[src/rtl/tradeoff_job_scheduler.sv]
// Job scheduler wrapped around the Tradeoff_16bits search core: queues W requests,
// runs them one at a time on the core and reports {W, N, timeout} downstream.
module tradeoff_job_scheduler #(
  parameter int W_BITS         = 30,
  parameter int N_BITS         = 17,
  parameter int FIFO_DEPTH     = 4,
  parameter int TIMEOUT_CYCLES = 200000,
  parameter int TO_BITS        = 18
) (
  input  logic                          clk,
  input  logic                          rst,
  input  logic                          in_valid,
  output logic                          in_ready,
  input  logic [W_BITS-1:0]             in_w,
  output logic [W_BITS-1:0]             core_w,
  output logic                          core_restart,
  input  logic                          core_found,
  input  logic [N_BITS-1:0]             core_n,
  output logic                          out_valid,
  input  logic                          out_ready,
  output logic [W_BITS-1:0]             out_w,
  output logic [N_BITS-1:0]             out_n,
  output logic                          out_timeout,
  output logic                          busy,
  output logic [$clog2(FIFO_DEPTH):0]   fifo_count
);

  localparam int PTR_BITS = $clog2(FIFO_DEPTH);
  localparam int CNT_BITS = PTR_BITS + 1;
  localparam logic [TO_BITS-1:0]  TIMER_LAST = TO_BITS'(TIMEOUT_CYCLES - 1);
  localparam logic [CNT_BITS-1:0] CNT_FULL   = CNT_BITS'(FIFO_DEPTH);

  typedef enum logic [2:0] {
    IDLE   = 3'd0,
    LAUNCH = 3'd1,
    WAIT   = 3'd2,
    SETTLE = 3'd3,
    HOLD   = 3'd4
  } state_t;

  state_t               state_r;
  logic [W_BITS-1:0]    fifo_mem_r [FIFO_DEPTH];
  logic [PTR_BITS-1:0]  rd_ptr_r;
  logic [PTR_BITS-1:0]  wr_ptr_r;
  logic [CNT_BITS-1:0]  count_r;
  logic [CNT_BITS-1:0]  count_next_s;
  logic [TO_BITS-1:0]   timer_r;
  logic                 in_ready_r;
  logic                 busy_r;
  logic                 core_restart_r;
  logic                 out_valid_r;
  logic                 out_timeout_r;
  logic [W_BITS-1:0]    core_w_r;
  logic [W_BITS-1:0]    out_w_r;
  logic [N_BITS-1:0]    out_n_r;
  logic                 push_s;
  logic                 pop_s;

  assign push_s = in_valid & in_ready_r;
  assign pop_s  = (state_r == IDLE) && (count_r != {CNT_BITS{1'b0}});

  // Next FIFO occupancy; simultaneous push and pop leave it unchanged.
  always_comb begin
    count_next_s = count_r;
    case ({push_s, pop_s})
      2'b10:   count_next_s = count_r + CNT_BITS'(1);
      2'b01:   count_next_s = count_r - CNT_BITS'(1);
      default: count_next_s = count_r;
    endcase
  end

  // Request FIFO storage, pointers, occupancy and registered ready.
  always_ff @(posedge clk or posedge rst) begin
    if (rst) begin
      for (int i = 0; i < FIFO_DEPTH; i++) begin
        fifo_mem_r[i] <= {W_BITS{1'b0}};
      end
      rd_ptr_r   <= {PTR_BITS{1'b0}};
      wr_ptr_r   <= {PTR_BITS{1'b0}};
      count_r    <= {CNT_BITS{1'b0}};
      in_ready_r <= 1'b1;
    end else begin
      if (push_s) begin
        fifo_mem_r[wr_ptr_r] <= in_w;
        wr_ptr_r             <= wr_ptr_r + PTR_BITS'(1);
      end
      if (pop_s) begin
        rd_ptr_r <= rd_ptr_r + PTR_BITS'(1);
      end
      count_r    <= count_next_s;
      in_ready_r <= (count_next_s != CNT_FULL);
    end
  end

  // Job sequencing FSM with all core-facing and result outputs registered.
  always_ff @(posedge clk or posedge rst) begin
    if (rst) begin
      state_r        <= IDLE;
      timer_r        <= {TO_BITS{1'b0}};
      busy_r         <= 1'b0;
      core_restart_r <= 1'b0;
      core_w_r       <= {W_BITS{1'b0}};
      out_valid_r    <= 1'b0;
      out_w_r        <= {W_BITS{1'b0}};
      out_n_r        <= {N_BITS{1'b0}};
      out_timeout_r  <= 1'b0;
    end else begin
      core_restart_r <= 1'b0;
      case (state_r)
        IDLE: begin
          if (pop_s) begin
            core_w_r       <= fifo_mem_r[rd_ptr_r];
            out_w_r        <= fifo_mem_r[rd_ptr_r];
            core_restart_r <= 1'b1;
            busy_r         <= 1'b1;
            state_r        <= LAUNCH;
          end else begin
            busy_r  <= 1'b0;
            state_r <= IDLE;
          end
        end
        LAUNCH: begin
          timer_r <= {TO_BITS{1'b0}};
          state_r <= WAIT;
        end
        WAIT: begin
          if (timer_r != TIMER_LAST) begin
            timer_r <= timer_r + TO_BITS'(1);
          end
          // timer_r == 0 marks the first WAIT cycle, where found may be stale.
          if (core_found && (timer_r != {TO_BITS{1'b0}})) begin
            state_r <= SETTLE;
          end else if (timer_r == TIMER_LAST) begin
            out_n_r       <= {N_BITS{1'b0}};
            out_timeout_r <= 1'b1;
            out_valid_r   <= 1'b1;
            state_r       <= HOLD;
          end else begin
            state_r <= WAIT;
          end
        end
        SETTLE: begin
          out_n_r       <= core_n;
          out_timeout_r <= 1'b0;
          out_valid_r   <= 1'b1;
          state_r       <= HOLD;
        end
        HOLD: begin
          if (out_ready) begin
            out_valid_r <= 1'b0;
            busy_r      <= 1'b0;
            state_r     <= IDLE;
          end else begin
            state_r <= HOLD;
          end
        end
        default: begin
          out_valid_r <= 1'b0;
          busy_r      <= 1'b0;
          state_r     <= IDLE;
        end
      endcase
    end
  end

  assign in_ready     = in_ready_r;
  assign core_w       = core_w_r;
  assign core_restart = core_restart_r;
  assign out_valid    = out_valid_r;
  assign out_w        = out_w_r;
  assign out_n        = out_n_r;
  assign out_timeout  = out_timeout_r;
  assign busy         = busy_r;
  assign fifo_count   = count_r;

endmodule

[config.mk]
export PLATFORM = sky130hd
export DESIGN_NAME = tradeoff_job_scheduler
export DESIGN_NICKNAME = d
export VERILOG_FILES = /design/src/rtl/tradeoff_job_scheduler.sv
export SDC_FILE = /design/constraint.sdc
export NUM_CORES = 1
export LEC_CHECK = 0
export BUFFER_PORTS_ARGS = -buffer_cell sky130_fd_sc_hd__buf_2
export CAP_MARGIN = 5
export CORE_MARGIN = 3
export CORE_UTILIZATION = 59
export CTS_BUF_LIST = sky130_fd_sc_hd__clkbuf_2
export DETAILED_ROUTE_END_ITERATION = 10
export PLACE_DENSITY = 0.82
export SLEW_MARGIN = 5
export SYNTH_ARGS = -nofsm -noshare
export SYNTH_HDL_FRONTEND = slang
export SYNTH_SLANG_ARGS = --single-unit
[constraint.sdc]
create_clock -name clk -period 7.9 [get_ports clk]
set_input_delay 1.58 -clock clk [delete_from_list [all_inputs] [get_ports clk]]
set_output_delay 1.58 -clock clk [all_outputs]
set_load 0.02 [all_outputs]
==> results.cfg, run 1 <==
[synth]
synth.top_cell.area_share = 0.562
synthTopCellsByArea = dfrtp_1 56%, mux2_2 19%, mux4_2 7.6%
synth_fp_nets = 658
yosys.area_share.simple = 0.0500
synth.avg_cell_area_um2 = 14.8
netlist.top_cell.by_area = dfrtp_1
synth_top_flop_cell = dfrtp_1
synthArstFlopShare = 1.00
synth_compound_area_frac = 0.0329
synth_edf_count = 0
synth_cell_types = 47
synth_warnings = 0
synth_seq_cells = 200
synth_xor_area_frac = 0.00593
syn_area_um2 = 8870
synthMuxAreaShare = 0.286
syn_inst = 598
synth_top_family_by_area = multiplexers
seq_area_frac_synth = 0.565
synthAdderAreaFrac = 0.0121

[pwr]
p_leak_nw = 4.48
power.density_nw_per_um2 = 432
ir_worst_vdd_v = 0.000220

[setup_path]
critPathCaptureType = primary output
critical_path.slowest_cell = dfstp_2
r2r-end = in_ready
cp.arrival_ns = 1.66
rr_startpoint = state_r[1]
path_cells = buf_2
critical_path_peak_fanout = 6
critPathLaunchType = register
critPathBufInv = 1
slowest_delay_ns = 0.69
critPathRequiredTime_ns = 6.32
cp_top_family = flip-flops
reg2regPathDepth = 9
rrSetupSlack_ns = 4.91
path_class = reg2out

[cts]
cts_hold_buf = 0
cts_buffers = 17
clock_sinks = 200
cts_tree = done
clockRootBuffer = clkbuf_2
cts-htree-levels = 4
clk_pin_slew_worst_paths_ns = 0.26
cts_resized = 0
cts_buffer_depth = 2
clk_latency_ns = 0.77
post_cts.repair.setup_buffers = 0

[sta]
finalSetupTns_ns = 0
period_needed_ns = 3.24
worst_slew_pin_slew_ns = 1.08
final-hold-violation-count = 0
slew_headroom = 0.277
post-route-period-util = 0.410
maxSlewViolCount = 0
clock_skew_ns = 0.0429
fmax_mhz = 309
grt_setup_unrepaired = no
setup_viol = 0
setup_ws_ns = 4.66

[flow_run]
maxCapViolCount = 0

[die]
dieArea_um2 = 16500
dieWidth_um = 129
coreArea_um2 = 14600
rows = 44
boundaryPins = 137
die_h_um = 129
initial_core_util = 0.606

[placement]
place_ws_ns = 4.68
dp.cells = 858
io_buffers = 136
gp_congestion = 0.847
hpwl_um = 11300

[route]
dr.pass1.iters = 4
drtIter0Drc = 313
ant_nets = 0
route.detailed.drc = 0
totalWireLength_um = 17200
wl_per_cell_um = 19.2
via_count = 5172
vias_per_cell = 5.80

[global_routing]
grt_max_degree = 147
grt_pass1_wl_um = 27800
grt_usage = 0.217
antenna_found_initial = 2
grt-ovfl-total = 0
grt_pass1_vias = 5489

[cells_and_area]
final_cells = 892
synthToLayoutAreaGrowth_pct = 8.97
drive_gt1_frac = 0.520
layout.nets = 753
n_fill_cell = 1022

[status]
status = completed

[min_path]
min_from = busy
hold_depth = 1
hold_class = reg2reg
hold_end = busy
-- registers in the layout, indices dropped and copies added, names as in the netlist --
register and cells:
busy 1, out_n 17, fifo_mem_r 120, core_restart 1, timer_r 18, out_valid 1
state_r 3, out_timeout 1, rd_ptr_r 2, in_ready 1, wr_ptr_r 2, out_w 30
fifo_count 3
-- cell usage after synthesis (all sizes together) (8+ instances only) --
library cell and number:
dfrtp 199, mux2 151, buf 45, mux4 30
nand2 28, a22o 17, clkbuf 17, mux2i 16
nand3 12, inv 11, o21ai 8
-- area by class of cell --
class,count,area (um2),share of cell area
Clock inverter,13,129,0.0133
Tap cell,184,230,0.0238
Inverter,11,48.8,0.00505
Clock buffer,19,95.1,0.00984
Multi-Input combinational cell,325,3450,0.357
Antenna cell,2,5.00,0.000518
Sequential cell,200,5010,0.518
Timing Repair Buffer,138,696,0.0720
-- how the worst max path moves through the flow --
| stage | startpoint | endpoint | slack, ns | depth (start not counted) |
|---|---|---|---|---|
| 2_1_floorplan | rst | busy | 0.87 | 1 |
| 3_3_place_gp | in_valid | fifo_mem_r[46] | 4.70 | 3 |
| 3_5_place_dp | in_valid | fifo_mem_r[31] | 4.68 | 3 |
| 4_1_cts | in_ready | in_ready | 4.61 | 1 |
| 5_1_grt | in_ready | in_ready | 4.54 | 1 |
| 6_report | in_ready | in_ready | 4.66 | 1 |
-- per-stage QoR --
stage,hold slack [ns],util,instance area (um2),power (mW)
after CTS,0.522,0.660,9660,4.21
after detailed placement,0.471,0.644,9430,3.74
after global placement,0.463,0.644,9430,3.63
after floorplan,0.454,-,8870,3.31
after global routing,0.549,0.660,9660,4.45
final,0.515,0.660,9660,4.17
-- logic make-up (layout without fill, tap and decap cells) --
logic type      Yosys count  in the layout
other cells               0              2
buf+inv                  73            181
mux                     197            197
flops                   200            200
fa+ha+maj                 8              8
xor+xnor                  6              6
compound gates           38             38
simple gates             76             76
-- layout by cell type (no fill, tap or decap), types with 2 or more instances in the layout --
master       n
diode_2      2
nor2_1       7
mux2i_1     16
and2_1       2
a22o_1      17
ha_1         7
o211ai_1     4
mux4_2      30
o31ai_1      2
xnor2_1      3
buf_4        2
clkbuf_2    19
bufinv_16    2
or3b_1       2
xor2_1       3
buf_2      136
nor3_2       2
nand2_1     28
and4_1       3
dfrtp_1    198
nand3_1      7
nor4_1       4
nor2b_1      2
mux2_2     151
nand4b_1     2
nor3_1       3
clkinv_2     7
nand3_2      5
inv_6        2
o21ai_0      7
inv_1       10
nand4_2      2
-- power by group --
group	leakage [nW]	total [mW]	switching (mW)	internal, mW
logic	1.91	1.85	0.868	0.980
clock network	0.148	0.476	0.329	0.146
registers	2.42	1.85	0.342	1.51
-- layer usage --
metal | GRT usage | wire (um)
met1 | 0.275 | 7120
met5 | 0 | 0
met2 | 0.372 | 8970
met4 | 0.0698 | 242
met3 | 0.0506 | 824
No activity file was read; power rests on OpenSTA's default activity.
==> run 2: changes to the inputs <==
--- a/config.mk
+++ b/config.mk
@@ -5,6 +5,7 @@
 export SDC_FILE = /design/constraint.sdc
 export NUM_CORES = 1
 export LEC_CHECK = 0
+export ABC_AREA = 1
 export BUFFER_PORTS_ARGS = -buffer_cell sky130_fd_sc_hd__buf_2
 export CAP_MARGIN = 5
 export CORE_MARGIN = 3
==> constraint.sdc (replaced) <==
create_clock -name clk -period 3.4 [get_ports clk]
set_input_delay 0.68 -clock clk [delete_from_list [all_inputs] [get_ports clk]]
set_output_delay 0.68 -clock clk [all_outputs]
set_load 0.02 [all_outputs]
==> run 2 against run 1 <==
Effect of this change:
- register-to-register slack worse by 3.7 ns
- clock skew is 0.011 ns lower
- critical path depth unchanged
- global-route usage is 1.4 points higher
- worst setup slack got worse by 3.4 ns
- via count up 37%
- final cell count is 48% higher
- first-iteration DRC count rose by 81%
- clock power rose by 110%
- count of clock-buffer cells in the layout fell by 1
- die area grew 0.30%
- largest cell class unchanged
==> results.cfg, run 2 <==
[cells_and_area]
drive_gt1_frac = 0.163
largest_register = fifo_mem_r
finish.utilization = 0.659
layout.nets = 1183
largest_reg_flops = 120
final_common_cell = nand2_1
layout_common_cells = 222 x nand2_1, 198 x dfrtp_1, 193 x o21ai_0
synthToLayoutAreaGrowth_pct = 8.51

[flow_run]
maxCapViolCount = 0

[synth]
synth_cell_types = 30
synth_edf_count = 0
synth.top_cell.area_share = 0.560
seq_area_frac_synth = 0.563
synth_top_flop_cell = dfrtp_1
synth_xor_area_frac = 0.0148
synthAdderAreaFrac = 0.0121
yosys.area_share.simple = 0.197
synth.avg_cell_area_um2 = 8.50
netlist.top_cell.by_area = dfrtp_1
syn_area_um2 = 8890
synth_warnings = 0
synth_compound_area_frac = 0.135
synth.most_common_cell = nand2_1
synth_fp_nets = 1106
synth_seq_cells = 200
synth_common_cells = 226 x nand2_1, 199 x dfrtp_1, 193 x o21ai_0
synthMuxAreaShare = 0
synth_top_family_by_area = simple AND/OR/NAND/NOR gates
synthArstFlopShare = 1.00
synthTopCellsByArea = dfrtp_1 56%, o21ai_0 11%, nand2_1 9.5%
syn_inst = 1046

[route]
drtIter0Drc = 568
dr.pass1.iters = 5
totalWireLength_um = 18700
route.detailed.drc = 0
via_count = 7082
vias_per_cell = 5.36
ant_nets = 0
wl_per_cell_um = 14.2

[global_routing]
grt_pass1_wl_um = 30800
grt_usage = 0.231
grt_pass1_vias = 6409
grt_max_degree = 115
antenna_found_initial = 1
grt-ovfl-total = 0

[pwr]
p_int_mw = 5.01
pwr-share-comb = 0.455
p_leak_nw = 4.82
switchingPower_mw = 4.15
swShare = 0.453
power.density_nw_per_um2 = 949
clkPwrFrac = 0.112
seq_power_share = 0.434
ir_worst_vdd_v = 0.000408

[cts]
clock_sinks = 200
cts-htree-levels = 4
cts_buffers = 17
cts_tree = done
cts_buffer_depth = 2
cts_resized = 0
clk_pin_slew_worst_paths_ns = 0.24
clk_latency_ns = 0.77
clockRootBuffer = clkbuf_2

[sta]
post-route-period-util = 0.638
clock_skew_ns = 0.0322
final-hold-violation-count = 0
fmax_mhz = 461
period_needed_ns = 2.17
worst_slew_pin_slew_ns = 1.16
finalSetupTns_ns = 0
maxSlewViolCount = 0
grt_setup_unrepaired = no
slew_headroom = 0.224
setup_viol = 0

[die]
rows = 44
boundaryPins = 137
dieWidth_um = 129
coreArea_um2 = 14600
dieArea_um2 = 16600
die_h_um = 129
initial_core_util = 0.607

[setup_path]
critPathBufInv = 1
cp_top_family = flip-flops
critPathRequiredTime_ns = 2.72
critPathLaunchType = register
critical_path_peak_fanout = 2
cp.arrival_ns = 1.49
path_cells = buf_2
path_class = reg2out
critPathCaptureType = primary output
critical_path.slowest_cell = dfstp_2
slowest_delay_ns = 0.58

[placement]
io_buffers = 136
gp_congestion = 0.915
hpwl_um = 11800

[min_path]
hold_class = in2reg

[status]
status = completed
==> run 2: final timing paths <==
path                             endpoint  slack [ns]        from  cells past startpoint
max in group asynchronous  fifo_mem_r[71]        2.27         rst                      4
hold / removal                   out_n[3]         0.1   core_n[3]                      3
setup / recovery                 in_ready        1.23    in_ready                      1
min in group asynchronous  fifo_mem_r[21]        0.31         rst                      3
setup reg to reg              rd_ptr_r[1]        1.24  state_r[2]                      7
hold reg to reg                  out_n[6]        0.50    out_n[6]                      2
==> run 2: final cells by class <==
class / instances / area, um2
Tap cell: 184 / 230
Timing Repair Buffer: 144 / 756
Fill cell: 1227 / 4990
Clock buffer: 18 / 90.1
Clock inverter: 14 / 108
Antenna cell: 1 / 2.50
Multi-Input combinational cell: 695 / 3210
Sequential cell: 200 / 5010
Inverter: 65 / 248
==> run 2: what timing repair did <==
item | in CTS | in global routing
hold buffers | 1 | 0
setup buffers | 0 | 0
hold endpoints to repair | 3 | 0
setup endpoints to repair | 0 | 0
==> run 2: power groups by stage <==
| stage | Clock [mW] | Sequential (mW) | Combinational, mW |
|---|---|---|---|
| floorplan | 0 | 4.26 | 2.96 |
| global placement | 0 | 3.99 | 4.07 |
| detailed placement | 0 | 4.02 | 4.21 |
| CTS | 1.05 | 3.97 | 4.22 |
| global route | 1.14 | 4.10 | 4.71 |
| finish | 1.02 | 3.97 | 4.16 |
==> run 2: routing by layer <==
layer,up-vias,global-route usage,wire (um)
met5,-,0,0
met4,0,0.0716,240
met1,3372,0.314,8540
met3,18,0.0428,1010
li1,3488,-,-
met2,204,0.382,8960
==> run 2: metrics by stage <==
stage	cells	instance area (um2)	power, mW	setup WS (ns)	hold WS (ns)
3_3_place_gp	1287	9440	8.06	1.19	0.449
4_1_cts	1320	9650	9.23	1.17	0.0526
3_5_place_dp	1287	9440	8.23	1.03	0.454
6_report	1321	9650	9.16	1.23	0.0988
5_1_grt	1321	9650	9.95	1.04	0.0523
2_1_floorplan	1046	8900	7.22	0.132	0.448
==> run 2: logic make-up after synthesis <==
kind of cell               Yosys count
and+or+nand+nor                    442
AOI/OAI and AO/OA                  230
DFF                                200
buffers and inverters              151
xor gates and xnor gates            15
adders and majority gates            8
